===== src/rtl/num_sep_session_ctrl.sv =====
// num_sep_session_ctrl: runs one separator parse session (clear, wait, drain)
// and streams the stored numbers to the matrix loader over valid/ready.
module num_sep_session_ctrl #(
    parameter int DATA_WIDTH     = 32,
    parameter int ADDR_WIDTH     = 11,
    parameter int RD_LATENCY     = 1,
    parameter int TIMEOUT_CYCLES = 1000000
) (
    input  logic                  clk,
    input  logic                  rst_n,
    input  logic                  start,
    input  logic                  abort,
    output logic                  sep_buf_clear,
    input  logic                  sep_done,
    input  logic                  sep_invalid,
    input  logic [10:0]           sep_num_count,
    output logic [ADDR_WIDTH-1:0] sep_rd_addr,
    input  logic [DATA_WIDTH-1:0] sep_rd_data,
    output logic [DATA_WIDTH-1:0] out_data,
    output logic                  out_valid,
    output logic                  out_last,
    input  logic                  out_ready,
    output logic                  busy,
    output logic [10:0]           count,
    output logic [1:0]            status,
    output logic                  status_valid
);

    localparam logic [1:0] ST_OK      = 2'd0;
    localparam logic [1:0] ST_INVALID = 2'd1;
    localparam logic [1:0] ST_TIMEOUT = 2'd2;
    localparam logic [1:0] ST_ABORT   = 2'd3;

    localparam int TMO_W = $clog2(TIMEOUT_CYCLES);
    localparam int LAT_W = (RD_LATENCY > 1) ? $clog2(RD_LATENCY) : 1;

    localparam logic [TMO_W-1:0] TMO_LAST = TMO_W'(TIMEOUT_CYCLES - 1);
    localparam logic [TMO_W-1:0] TMO_ONE  = TMO_W'(1);
    localparam logic [LAT_W-1:0] LAT_LAST = LAT_W'(RD_LATENCY - 1);
    localparam logic [LAT_W-1:0] LAT_ONE  = LAT_W'(1);
    localparam logic [ADDR_WIDTH-1:0] IDX_ONE = ADDR_WIDTH'(1);
    localparam logic [31:0] CAP = 32'(1) << ADDR_WIDTH;

    typedef enum logic [2:0] {
        S_IDLE,
        S_CLEAR,
        S_WAIT,
        S_READ,
        S_LAT,
        S_PRESENT,
        S_FINISH
    } state_t;

    state_t                 state_q, state_d;
    logic                   armed_q, armed_d;
    logic [TMO_W-1:0]       tmo_q, tmo_d;
    logic [LAT_W-1:0]       lat_q, lat_d;
    logic [ADDR_WIDTH-1:0]  idx_q, idx_d;
    logic [ADDR_WIDTH-1:0]  rd_addr_q, rd_addr_d;
    logic [10:0]            count_q, count_d;
    logic [DATA_WIDTH-1:0]  data_q, data_d;
    logic                   valid_q, valid_d;
    logic                   last_q, last_d;
    logic [1:0]             status_q, status_d;
    logic                   clear_q, clear_d;
    logic                   pulse_q, pulse_d;

    logic                   abort_hit;
    logic                   idx_last;
    logic [10:0]            num_clamp;
    logic                   fin;
    logic [1:0]             fin_code;

    // The RAM cannot hold more than 2**ADDR_WIDTH words.
    assign num_clamp = ({21'd0, sep_num_count} > CAP) ? CAP[10:0]
                                                       : sep_num_count;
    assign idx_last  = (32'(idx_q) + 32'd1) == 32'(count_q);
    assign abort_hit = abort && (state_q != S_IDLE)
                             && (state_q != S_FINISH);

    always_comb begin
        state_d   = state_q;
        armed_d   = armed_q;
        tmo_d     = tmo_q;
        lat_d     = lat_q;
        idx_d     = idx_q;
        rd_addr_d = rd_addr_q;
        count_d   = count_q;
        data_d    = data_q;
        valid_d   = valid_q;
        last_d    = last_q;
        status_d  = status_q;
        clear_d   = 1'b0;
        pulse_d   = 1'b0;
        fin       = 1'b0;
        fin_code  = ST_OK;

        if (abort_hit) begin
            fin      = 1'b1;
            fin_code = ST_ABORT;
        end else begin
            unique case (state_q)
                S_IDLE: begin
                    if (start && !abort) begin
                        state_d = S_CLEAR;
                        clear_d = 1'b1;
                    end
                end
                S_CLEAR: begin
                    armed_d = 1'b0;
                    tmo_d   = '0;
                    state_d = S_WAIT;
                end
                S_WAIT: begin
                    tmo_d = tmo_q + TMO_ONE;
                    // Flags left over from the previous session must drop first.
                    if (!sep_done && !sep_invalid) begin
                        armed_d = 1'b1;
                    end
                    if (armed_q && sep_invalid) begin
                        fin      = 1'b1;
                        fin_code = ST_INVALID;
                    end else if (armed_q && sep_done) begin
                        count_d = num_clamp;
                        if (num_clamp == 11'd0) begin
                            fin = 1'b1;
                        end else begin
                            idx_d     = '0;
                            rd_addr_d = '0;
                            state_d   = S_READ;
                        end
                    end else if (tmo_q == TMO_LAST) begin
                        fin      = 1'b1;
                        fin_code = ST_TIMEOUT;
                    end
                end
                S_READ: begin
                    lat_d   = '0;
                    state_d = S_LAT;
                end
                S_LAT: begin
                    if (lat_q == LAT_LAST) begin
                        data_d  = sep_rd_data;
                        valid_d = 1'b1;
                        last_d  = idx_last;
                        state_d = S_PRESENT;
                    end else begin
                        lat_d = lat_q + LAT_ONE;
                    end
                end
                S_PRESENT: begin
                    if (out_ready) begin
                        valid_d = 1'b0;
                        last_d  = 1'b0;
                        if (last_q) begin
                            fin = 1'b1;
                        end else begin
                            idx_d     = idx_q + IDX_ONE;
                            rd_addr_d = idx_q + IDX_ONE;
                            state_d   = S_READ;
                        end
                    end
                end
                S_FINISH: begin
                    state_d = S_IDLE;
                end
                default: begin
                    state_d = S_IDLE;
                end
            endcase
        end

        if (fin) begin
            state_d  = S_FINISH;
            status_d = fin_code;
            pulse_d  = 1'b1;
            valid_d  = 1'b0;
            last_d   = 1'b0;
        end
    end

    always_ff @(posedge clk or negedge rst_n) begin
        if (!rst_n) begin
            state_q   <= S_IDLE;
            armed_q   <= 1'b0;
            tmo_q     <= '0;
            lat_q     <= '0;
            idx_q     <= '0;
            rd_addr_q <= '0;
            count_q   <= '0;
            data_q    <= '0;
            valid_q   <= 1'b0;
            last_q    <= 1'b0;
            status_q  <= ST_OK;
            clear_q   <= 1'b0;
            pulse_q   <= 1'b0;
        end else begin
            state_q   <= state_d;
            armed_q   <= armed_d;
            tmo_q     <= tmo_d;
            lat_q     <= lat_d;
            idx_q     <= idx_d;
            rd_addr_q <= rd_addr_d;
            count_q   <= count_d;
            data_q    <= data_d;
            valid_q   <= valid_d;
            last_q    <= last_d;
            status_q  <= status_d;
            clear_q   <= clear_d;
            pulse_q   <= pulse_d;
        end
    end

    assign sep_buf_clear = clear_q;
    assign sep_rd_addr   = rd_addr_q;
    assign out_data      = data_q;
    assign out_valid     = valid_q;
    assign out_last      = last_q;
    assign busy          = (state_q != S_IDLE);
    assign count         = count_q;
    assign status        = status_q;
    assign status_valid  = pulse_q;

endmodule


===== config.mk =====
export PLATFORM = sky130hd
export DESIGN_NAME = num_sep_session_ctrl
export DESIGN_NICKNAME = d
export VERILOG_FILES = /design/src/rtl/num_sep_session_ctrl.sv
export SDC_FILE = /design/constraint.sdc
export NUM_CORES = 1
export LEC_CHECK = 0
export ABC_AREA = 1
export ABC_CLOCK_PERIOD_IN_PS = 2900
export CAP_MARGIN = 5
export CELL_PAD_IN_SITES_DETAIL_PLACEMENT = 1
export CELL_PAD_IN_SITES_GLOBAL_PLACEMENT = 1
export CORE_ASPECT_RATIO = 1.25
export CORE_MARGIN = 1.5
export CORE_UTILIZATION = 38
export DETAILED_ROUTE_END_ITERATION = 7
export PLACE_DENSITY = 0.86
export SLEW_MARGIN = 30
export SYNTH_ARGS = -nofsm -noshare
export SYNTH_HDL_FRONTEND = slang
export SYNTH_SLANG_ARGS = --single-unit

===== constraint.sdc =====
create_clock -name clk -period 2.9 [get_ports clk]
set_clock_uncertainty 0.15 [all_clocks]
set_input_delay 0.29 -clock clk [delete_from_list [all_inputs] [get_ports clk]]
set_output_delay 0.29 -clock clk [all_outputs]
set_load 0.03 [all_outputs]

==> impl_metrics.env <==
export IMPL_wl_mm=14.7
export IMPL_die_area_sq_mm=0.0122
export IMPL_cts_max_level=3
export IMPL_clkTransAtPathRegs_ps=60
export IMPL_cts_sinks=84
export IMPL_ys_warn_count=0
export IMPL_cp_slowest_stage_delay_ps=710
export IMPL_n_fill_cell=1407
export IMPL_drive_gt1_frac=0.0654
export IMPL_slew_headroom=0.569
export IMPL_status="completed"
export IMPL_worst_slew_pin_slew_ps=646
export IMPL_hold_depth=2
export IMPL_path_cells="inv_2 -> nand3_1 -> clkdlybuf4s50_1"
export IMPL_required_ps=2460
export IMPL_postCtsSetupBuffers=0
export IMPL_synth_area_sq_mm=0.00440
export IMPL_worst_r2r_cell_count=13
export IMPL_synth_fp_nets=638
export IMPL_worst_path_stages=3
export IMPL_grt_max_degree=48
export IMPL_start_util=0.393
export IMPL_grt_use_total=0.249
export IMPL_hold_viol_final=0
export IMPL_finalWeightedCongestion=0.887
export IMPL_max_vdd_ir_drop_v=0.000321
export IMPL_drt_first_pass_iters=4
export IMPL_postRouteAntennaNets=0
export IMPL_io_buffers=110
export IMPL_worstSetupPathType="reg2out"
export IMPL_avgSynthCellArea_sq_um=7.51
export IMPL_antenna_found_initial=0
export IMPL_slew_viol_final=0
export IMPL_cp_top_family="buffers and inverters"
export IMPL_die_h_um=123
export IMPL_yosysUniqueCellTypes=40
export IMPL_grt_first_pass_wirelength_mm=23.7
export IMPL_tns_ps=0
export IMPL_cts_hold_buf=1
export IMPL_cp_num_buf_inv=2
export IMPL_grt_pass1_vias=4757
export IMPL_max_freq_mhz=436
export IMPL_power_leakage_nw=2.82
export IMPL_grt_overflow_total=0
export IMPL_seq_area_frac_synth=0.477
export IMPL_synthCells=586
export IMPL_via_per_inst=5.30
export IMPL_hold_path_class="reg2reg"
export IMPL_die_width_um=99.3
export IMPL_rsz0062_at_grt="false"
export IMPL_synth_ff_latch_count=84
export IMPL_cts_made_buffers=9
export IMPL_maxCapViolations=0
export IMPL_clkLatencyLatePin_ps=340
export IMPL_setup_violations=0
export IMPL_clockBufferDepth=2
export IMPL_multiInputGateArea_sq_mm=0.00194
export IMPL_arrival_ps=1850
export IMPL_syn_to_final_growth_pct=35.9
export IMPL_cp_slowest_cell="clkdlybuf4s50_1"
export IMPL_final_common_cell="nand2_1"
export IMPL_std_cell_rows=43
export IMPL_drc=0
export IMPL_setup_slack_ps=608
export IMPL_layout_common_cells="nand2_1, clkdlybuf4s50_1, dfrtp_1"
export IMPL_core_sq_mm=0.0112
export IMPL_finalCritPeriodShare=0.790
export IMPL_wire_per_inst_um=17.5
export IMPL_pwr_density_cell_mw_per_mm2=1000
export IMPL_root_buffer="clkbuf_16"
export IMPL_pre_cts_slack_ps=521
export IMPL_worstPathMaxFanout=6
export IMPL_cts_resized=0
export IMPL_vias=4450
export IMPL_cts_tree="built"
export IMPL_ios=111
export IMPL_crit_path_start_kind="register"
export IMPL_seqCellArea_sq_mm=0.00210
export IMPL_drt_iter0_drc=160
export IMPL_layout_nets=751
export IMPL_end_kind="primary output"
export IMPL_final_min_clock_period_ps=2290
export IMPL_dp_hpwl_mm=11.0
[worst min-delay path, cell delays in order, from the launching register on]
cell,delay [ps]
dfrtp_1,340
nand2_1,50
nand2_1,50
[cell families after synthesis]
family	count (synthesis)	synth area share
simple gates	351	0.346
buf+inv	87	0.0824
flops	84	0.477
compound gates	55	0.0736
xor+xnor	6	0.0119
fa+ha+maj	2	0.00568
mux	1	0.00256
[routing by layer]
layer | part of all wire | vias to the layer above | track usage | wire (um)
li1 | - | 2092 | - | -
met1 | 0.40 | 2205 | 0.278 | 5810
met2 | 0.53 | 111 | 0.457 | 7840
met3 | 0.030 | 42 | 0.0345 | 437
met4 | 0.041 | 0 | 0.135 | 602
met5 | 0 | - | 0 | 0
[report_power, final]
group	leakage (nW)	switching [mW]	internal, mW
sequential	1.09	0.362	1.59
clock	0.173	0.478	0.923
combinational	1.56	1.68	0.986
total	2.82	2.52	3.50
[cells in the mapped netlist, drive strengths merged]
| library cell | count | share of area |
|---|---|---|
| buf | 9 | 0.015 |
| nand3 | 36 | 0.045 |
| nand3b | 3 | 0.0051 |
| nand4 | 19 | 0.027 |
| a21oi | 12 | 0.017 |
| dfrtp | 84 | 0.48 |
| xor2 | 5 | 0.0099 |
| xnor2 | 1 | 0.0020 |
| nor2 | 47 | 0.046 |
| o211ai | 2 | 0.0034 |
| a221oi | 1 | 0.0020 |
| and3 | 1 | 0.0017 |
| inv | 73 | 0.062 |
| a2bb2oi | 1 | 0.0020 |
| a31oi | 1 | 0.0014 |
| o21ai | 28 | 0.033 |
| ha | 2 | 0.0057 |
| nand2 | 223 | 0.19 |
| clkbuf | 5 | 0.0048 |
| o22ai | 7 | 0.0099 |
| nor3 | 19 | 0.023 |
| or2 | 1 | 0.0014 |
| nor3b | 1 | 0.0017 |
| and2 | 1 | 0.0014 |
| o21a | 3 | 0.0051 |
| mux2 | 1 | 0.0026 |
[worst paths after layout]
path                                       startpoint  slack, ps                        to
max                            state_q[2]$_DFFE_PN0P_        610                      busy
min                             status[0]$_DFFE_PN0P_        330     status[0]$_DFFE_PN0P_
max reg2reg                sep_rd_addr[0]$_DFFE_PN0P_        640      out_last$_DFFE_PN0P_
min reg2reg                     status[0]$_DFFE_PN0P_        330     status[0]$_DFFE_PN0P_
max in group asynchronous                       rst_n       1490  out_data[20]$_DFFE_PN0P_
min in group asynchronous                       rst_n        350      count[1]$_DFFE_PN0P_
[flip-flops by register name, indices dropped and copies added, names as in the netlist]
name and count:
status_valid 1, sep_buf_clear 1, out_valid 1, out_last 1, tmo_q 20, armed_q 1
state_q 3, sep_rd_addr 11, count 11, status 2, out_data 32
[area by class of cell]
type | instances | share of cell area
Timing Repair Buffer | 116 | 0.191
Inverter | 73 | 0.0458
Clock buffer | 10 | 0.0383
Tap cell | 135 | 0.0282
Clock inverter | 5 | 0.0209
Sequential cell | 84 | 0.351
Antenna cell | 1 | 0.000418
Multi-Input combinational cell | 415 | 0.324
[through the flow]
step / instance area [sq um] / total power [mW] / cells / util / hold WS (ps)
after global placement: 5620 / 4.49 / 822 / 0.502 / 199
after floorplan: 4400 / 3.51 / 586 / - / -156
after global routing: 5980 / 6.34 / 838 / 0.535 / 340
after CTS: 5980 / 6.05 / 838 / 0.535 / 329
final: 5990 / 6.01 / 839 / 0.535 / 325
after detailed placement: 5620 / 4.62 / 822 / 0.502 / 213
Power figures use the tool's default switching activity.
==> patch 1 (same flow settings) <==
`DATA_WIDTH`: 32 -> 16.
--- a/src/rtl/num_sep_session_ctrl.sv
+++ b/src/rtl/num_sep_session_ctrl.sv
@@ -1,7 +1,7 @@
 // num_sep_session_ctrl: runs one separator parse session (clear, wait, drain)
 // and streams the stored numbers to the matrix loader over valid/ready.
 module num_sep_session_ctrl #(
-    parameter int DATA_WIDTH     = 32,
+    parameter int DATA_WIDTH     = 16,
     parameter int ADDR_WIDTH     = 11,
     parameter int RD_LATENCY     = 1,
     parameter int TIMEOUT_CYCLES = 1000000
Ports: changed (resized out_data and sep_rd_data); port bits go from 111 to 79. The function was not compared with the original's and may differ.
==> patch 1 against the unedited design <==
- synthesized area down 15%
- combinational power up 2%
- setup slack worse by 0.039 ns
- cell count down 19%
- sequential share of layout area down 0.99 points
- total power down 6.5%
- sequential cell count down 16
- routed wire length down 20%
- cell area down 17%
- critical endpoint is now tmo_q[10]$_DFFE_PN0P_
- largest cell class is now multi-input combinational cells
- highest routed layer unchanged
==> patch 1: results (changes against the unedited design) <==
[outcome]
status=complete, no violations  ; unchanged

[setup_path]
reg2reg_slack_ns=0.57  ; was 0.64 ns
slowest_delay_ns=0.66  ; was 0.71 ns
r2r_end=tmo_q[10]$_DFFE_PN0P_  ; was out_last$_DFFE_PN0P_
ff2ff_path_depth=10  ; was 13
cp_slowest_cell=a21oi_1  ; was clkdlybuf4s50_1

[logic_synthesis]
synth_cell_types=35  ; was 40
synth.area.top_cells=dfrtp_1 45%, nand2_1 12%, inv_1 5.5%  ; was dfrtp_1 48%, nand2_1 19%, inv_1 5.9%
synth_xor_area_frac=0.0233  ; was 0.0119
syn_nets=500  ; was 638
synth_compound_area_frac=0.0789  ; was 0.0736
ys_top_cells_by_count=119 x nand2_1, 68 x dfrtp_1, 55 x inv_1  ; was 219 x nand2_1, 84 x dfrtp_1, 69 x inv_1

[global_route]
grt_use_met3=0.0465  ; was 0.0345
grt_max_degree=69  ; was 48
grt_util_met1=0.266  ; was 0.278
grt_pass1_vias=3876  ; was 4757

[finish]
area_dominant_class=multi-input combinational cells  ; was sequential cells
seq_share=0.341  ; was 0.351
seq_cells=68  ; was 84
clock_area_frac=0.0650  ; was 0.0592
layout.nets=582  ; was 751
antenna_cells=0  ; was 1
buffers=81  ; was 116
nFillCells=1169  ; was 1407
n_all_inverters=63  ; was 73
drive_gt1_frac=0.111  ; was 0.0654

[route]
vias_per_cell=5.24  ; was 5.30
drtIter0Drc=173  ; was 160

[power_and_ir_drop]
ir_drop_v=0.000390  ; was 0.000321 V
p_leak_nw=2.25  ; was 2.82 nW
powerComb_mw=2.72  ; was 2.66 mW
seq-power_mw=1.72  ; was 1.95 mW
p_int_mw=3.14  ; was 3.50 mW

[floorplan]
core_area_sq_um=9610  ; was 11200 sq um

[min_path]
hp-class=in -> async  ; was reg -> reg

[place]
dp_hpwl_microns=8570  ; was 11000 microns

[sta]
relSlewSlack=0.466  ; was 0.569
holdWs_ns=0.348  ; was 0.325 ns

patch 1: changes by cell type after synthesis, sizes merged, moves of 3 or more:
| cell | before | now |
|---|---|---|
| o31ai | 0 | 4 |
| nor2 | 47 | 43 |
| o21ai | 28 | 25 |
| clkbuf | 5 | 1 |
| nand2 | 223 | 125 |
| nand3 | 36 | 29 |
| xor2 | 5 | 8 |
| mux2 | 1 | 16 |
| a21oi | 12 | 9 |
| inv | 73 | 63 |
| dfrtp | 84 | 68 |
patch 1: per-stage QoR:
step	cells	utilization	setup WS (ns)
2_1_floorplan	464	-	0.989
6_report	677	0.519	0.569
3_5_place_dp	660	0.484	0.366
5_1_grt	677	0.519	0.354
4_1_cts	677	0.519	0.584
3_3_place_gp	660	0.484	0.518
patch 1: repair_timing:
| item | in CTS | in global routing |
|---|---|---|
| endpoints found under the hold margin | 68 | 0 |
| hold buffers | 1 | 0 |
| buffers inserted | 0 | 0 |
patch 1: worst max path at each step:
| stage | slack [ns] | depth (start not counted) | start | to |
|---|---|---|---|---|
| after global placement | 0.52 | 8 | abort | tmo_q[10]$_DFFE_PN0P_ |
| after floorplan | 0.99 | 12 | sep_rd_addr[0]$_DFFE_PN0P_ | out_last$_DFFE_PN0P_ |
| after CTS | 0.58 | 10 | state_q[2]$_DFFE_PN0P_ | tmo_q[10]$_DFFE_PN0P_ |
| after detailed placement | 0.37 | 8 | abort | tmo_q[10]$_DFFE_PN0P_ |
| after global routing | 0.35 | 10 | state_q[2]$_DFFE_PN0P_ | tmo_q[8]$_DFFE_PN0P_ |
| final | 0.57 | 10 | state_q[2]$_DFFE_PN0P_ | tmo_q[10]$_DFFE_PN0P_ |
patch 1: per-layer routing:
layer	routed length, microns	up-vias
li1	-	1690
met2	6430	75
met3	393	22
met1	4660	1759
met5	0	-
met4	261	0
==> patch 2 (config.mk and constraints unchanged) <==
Made on the original files. `data_q` no longer has a reset.
--- a/src/rtl/num_sep_session_ctrl.sv
+++ b/src/rtl/num_sep_session_ctrl.sv
@@ -188,7 +188,6 @@
             idx_q     <= '0;
             rd_addr_q <= '0;
             count_q   <= '0;
-            data_q    <= '0;
             valid_q   <= 1'b0;
             last_q    <= 1'b0;
             status_q  <= ST_OK;
@@ -202,13 +201,16 @@
             idx_q     <= idx_d;
             rd_addr_q <= rd_addr_d;
             count_q   <= count_d;
-            data_q    <= data_d;
             valid_q   <= valid_d;
             last_q    <= last_d;
             status_q  <= status_d;
             clear_q   <= clear_d;
             pulse_q   <= pulse_d;
         end
+    end
+
+    always_ff @(posedge clk) begin
+        data_q <= data_d;
     end
 
     assign sep_buf_clear = clear_q;
Behaviour: differs if rst_n is asserted again (counterexample within 10 cycles, from zero or initial values and one cycle with rst_n low); with rst_n held inactive, the same outputs for 10 cycles.
==> patch 2 against the unedited design <==
- clock power fell by 13%
- worst hold slack improved by 0.026 ns
- setup slack got worse by 0.16 ns
- synthesized area fell by 4.7%
- cell area fell by 3.8%
- critical path type is now reg -> reg
- sequential cell count did not move
- routed wire length fell by 6.4%
- total power fell by 10%
- largest power group unchanged
- core utilization rose by 0.46 points
==> patch 2: results (changes against the unedited design) <==
[outcome]
status=complete, no violations  ; unchanged

[cts]
clk_pin_slew_worst_paths_ns=0.06  ; about the same
ctsResizeCount=0  ; unchanged
insertion_delay_ns=0.35
cts-root-buf=clkbuf_16  ; unchanged
htreeDepth=3  ; unchanged
clock_path_buffers=2  ; unchanged
cts-buffers-inserted=9  ; unchanged

[power_and_ir_drop]
ir_drop_v=0.000405  ; was 0.000321 V
switching_share=0.421  ; was 0.418
p_leak_nw=2.48  ; was 2.82 nW

[place]
port_buffers=110  ; unchanged
place.gp.congestion=0.857  ; was 0.887
dp_hpwl_microns=10200  ; was 11000 microns

[finish]
layout.nets=634  ; was 751
drive_gt1_frac=0.0869  ; was 0.0654
antenna_cells=0  ; was 1
largest_reg_flops=32  ; unchanged

[logic_synthesis]
synth_edf_count=32  ; was 0
synth_ff_type=dfrtp_1  ; unchanged
ys_seq_area_frac=0.539  ; was 0.477
syn_nets=515  ; was 638
ys_top_cells_by_count=109 x nand2_1, 63 x inv_1, 52 x dfrtp_1  ; was 219 x nand2_1, 84 x dfrtp_1, 69 x inv_1
synth.area.top_cells=dfrtp_1 31%, edfxtp_1 23%, nand2_1 9.8%  ; was dfrtp_1 48%, nand2_1 19%, inv_1 5.9%
synth-async-reset-ratio=0.619  ; was 1.00
synth_cell_types=43  ; was 40
yosysWarningCount=0  ; unchanged

[global_route]
track_usage=0.241  ; was 0.249
grt_max_degree=53  ; was 48
grt_pass1_vias=4132  ; was 4757
grt_pass1_wl_microns=21600  ; was 23700 microns
antenna_found_initial=0  ; unchanged

[setup_path]
cp.arrival_ns=2.53  ; was 1.85 ns
ff2ff_path_depth=12  ; was 13
slowest_delay_ns=0.53  ; was 0.71 ns
cp_slowest_cell=dfrtp_1  ; was clkdlybuf4s50_1
endpoint_kind=flop  ; was primary output
setup.worst_path.start=sep_rd_addr[0]$_DFFE_PN0P_  ; was state_q[2]$_DFFE_PN0P_
r2r_end=out_last$_DFFE_PN0P_  ; unchanged
cp_max_fo=9  ; was 6
reg2reg_slack_ns=0.45  ; was 0.64 ns

[min_path]
hp-class=in -> reg  ; was reg -> reg

[sta]
worst_slew_pin_slew_ns=0.697  ; was 0.646 ns
hold_viol=0  ; unchanged

[route]
num_vias=3833  ; was 4450
drtIter0Drc=144  ; was 160
first_pass_iters=4  ; unchanged
drt-total-wl_microns=13700  ; was 14700 microns

## patch 2: cell type report
type	count	area [sq um]
fillers	1214	4910
flip-flops and latches	84	2260
multi-input cells	306	1640
repair buffers	114	1130
inverters	67	254
clock buffers	11	233
well taps	132	165
clock inverters	5	76.3
## patch 2: worst max-delay path: cells and delay by family, from the launching register on
family | cells | cell delay [ns]
and+or+nand+nor | 9 | 0.89
DFF | 1 | 0.53
adders and majority gates | 1 | 0.37
buffers and inverters | 1 | 0.11
AOI/OAI and AO/OA | 1 | 0.29
## patch 2: logic make-up after synthesis
logic type,count (synthesis),synth area share
buffers and inverters,73,0.0707
AO/OA/AOI/OAI,64,0.0975
flip-flops,84,0.539
XOR/XNOR,7,0.0146
adder cells (fa/ha/maj),2,0.00596
AND/OR/NAND/NOR,233,0.272
## patch 2: per-stage QoR
step / utilization / instance area, sq um / worst slack (ns) / cells
after floorplan: - / 4200 / 0.948 / 463
after global placement: 0.510 / 5440 / 0.753 / 702
after detailed placement: 0.510 / 5440 / 0.623 / 702
after CTS: 0.540 / 5760 / 0.503 / 719
after global routing: 0.540 / 5760 / 0.331 / 719
final: 0.540 / 5760 / 0.452 / 719
## patch 2: power by group through the flow
| stage | Clock [mW] | Sequential [mW] | Combinational (mW) |
|---|---|---|---|
| after CTS | 1.23 | 1.93 | 2.28 |
| after detailed placement | 0 | 1.94 | 2.21 |
| after floorplan | 0 | 2.24 | 1.03 |
| final | 1.22 | 1.93 | 2.26 |
| after global routing | 1.26 | 1.97 | 2.42 |
| after global placement | 0 | 1.91 | 2.11 |
## patch 2: what timing repair did
item	in CTS	in global routing
hold buffers	1	0
setup buffers	0	0
endpoints found under the hold margin	52	0
## patch 2: worst min path at each step
stage                                       end  cells after the start             startpoint  slack (ns)
after floorplan             armed_q$_DFFE_PN0P_                      0                  rst_n       -0.16
after global placement    status[0]$_DFFE_PN0P_                      2  status[0]$_DFFE_PN0P_        0.31
after detailed placement   tmo_q[9]$_DFFE_PN0P_                      2                  rst_n        0.32
after CTS                 out_data[4]$_DFFE_PP_                      1         sep_rd_data[4]        0.35
after global routing      out_data[1]$_DFFE_PP_                      1         sep_rd_data[1]        0.35
final                     out_data[4]$_DFFE_PP_                      1         sep_rd_data[4]        0.35
## patch 2: layer usage
layer	vias up	GRT usage	wire length [microns]
met2	118	0.467	7800
met3	31	0.0382	563
li1	1782	-	-
met5	-	0	0
met4	0	0.108	380
met1	1902	0.253	4990
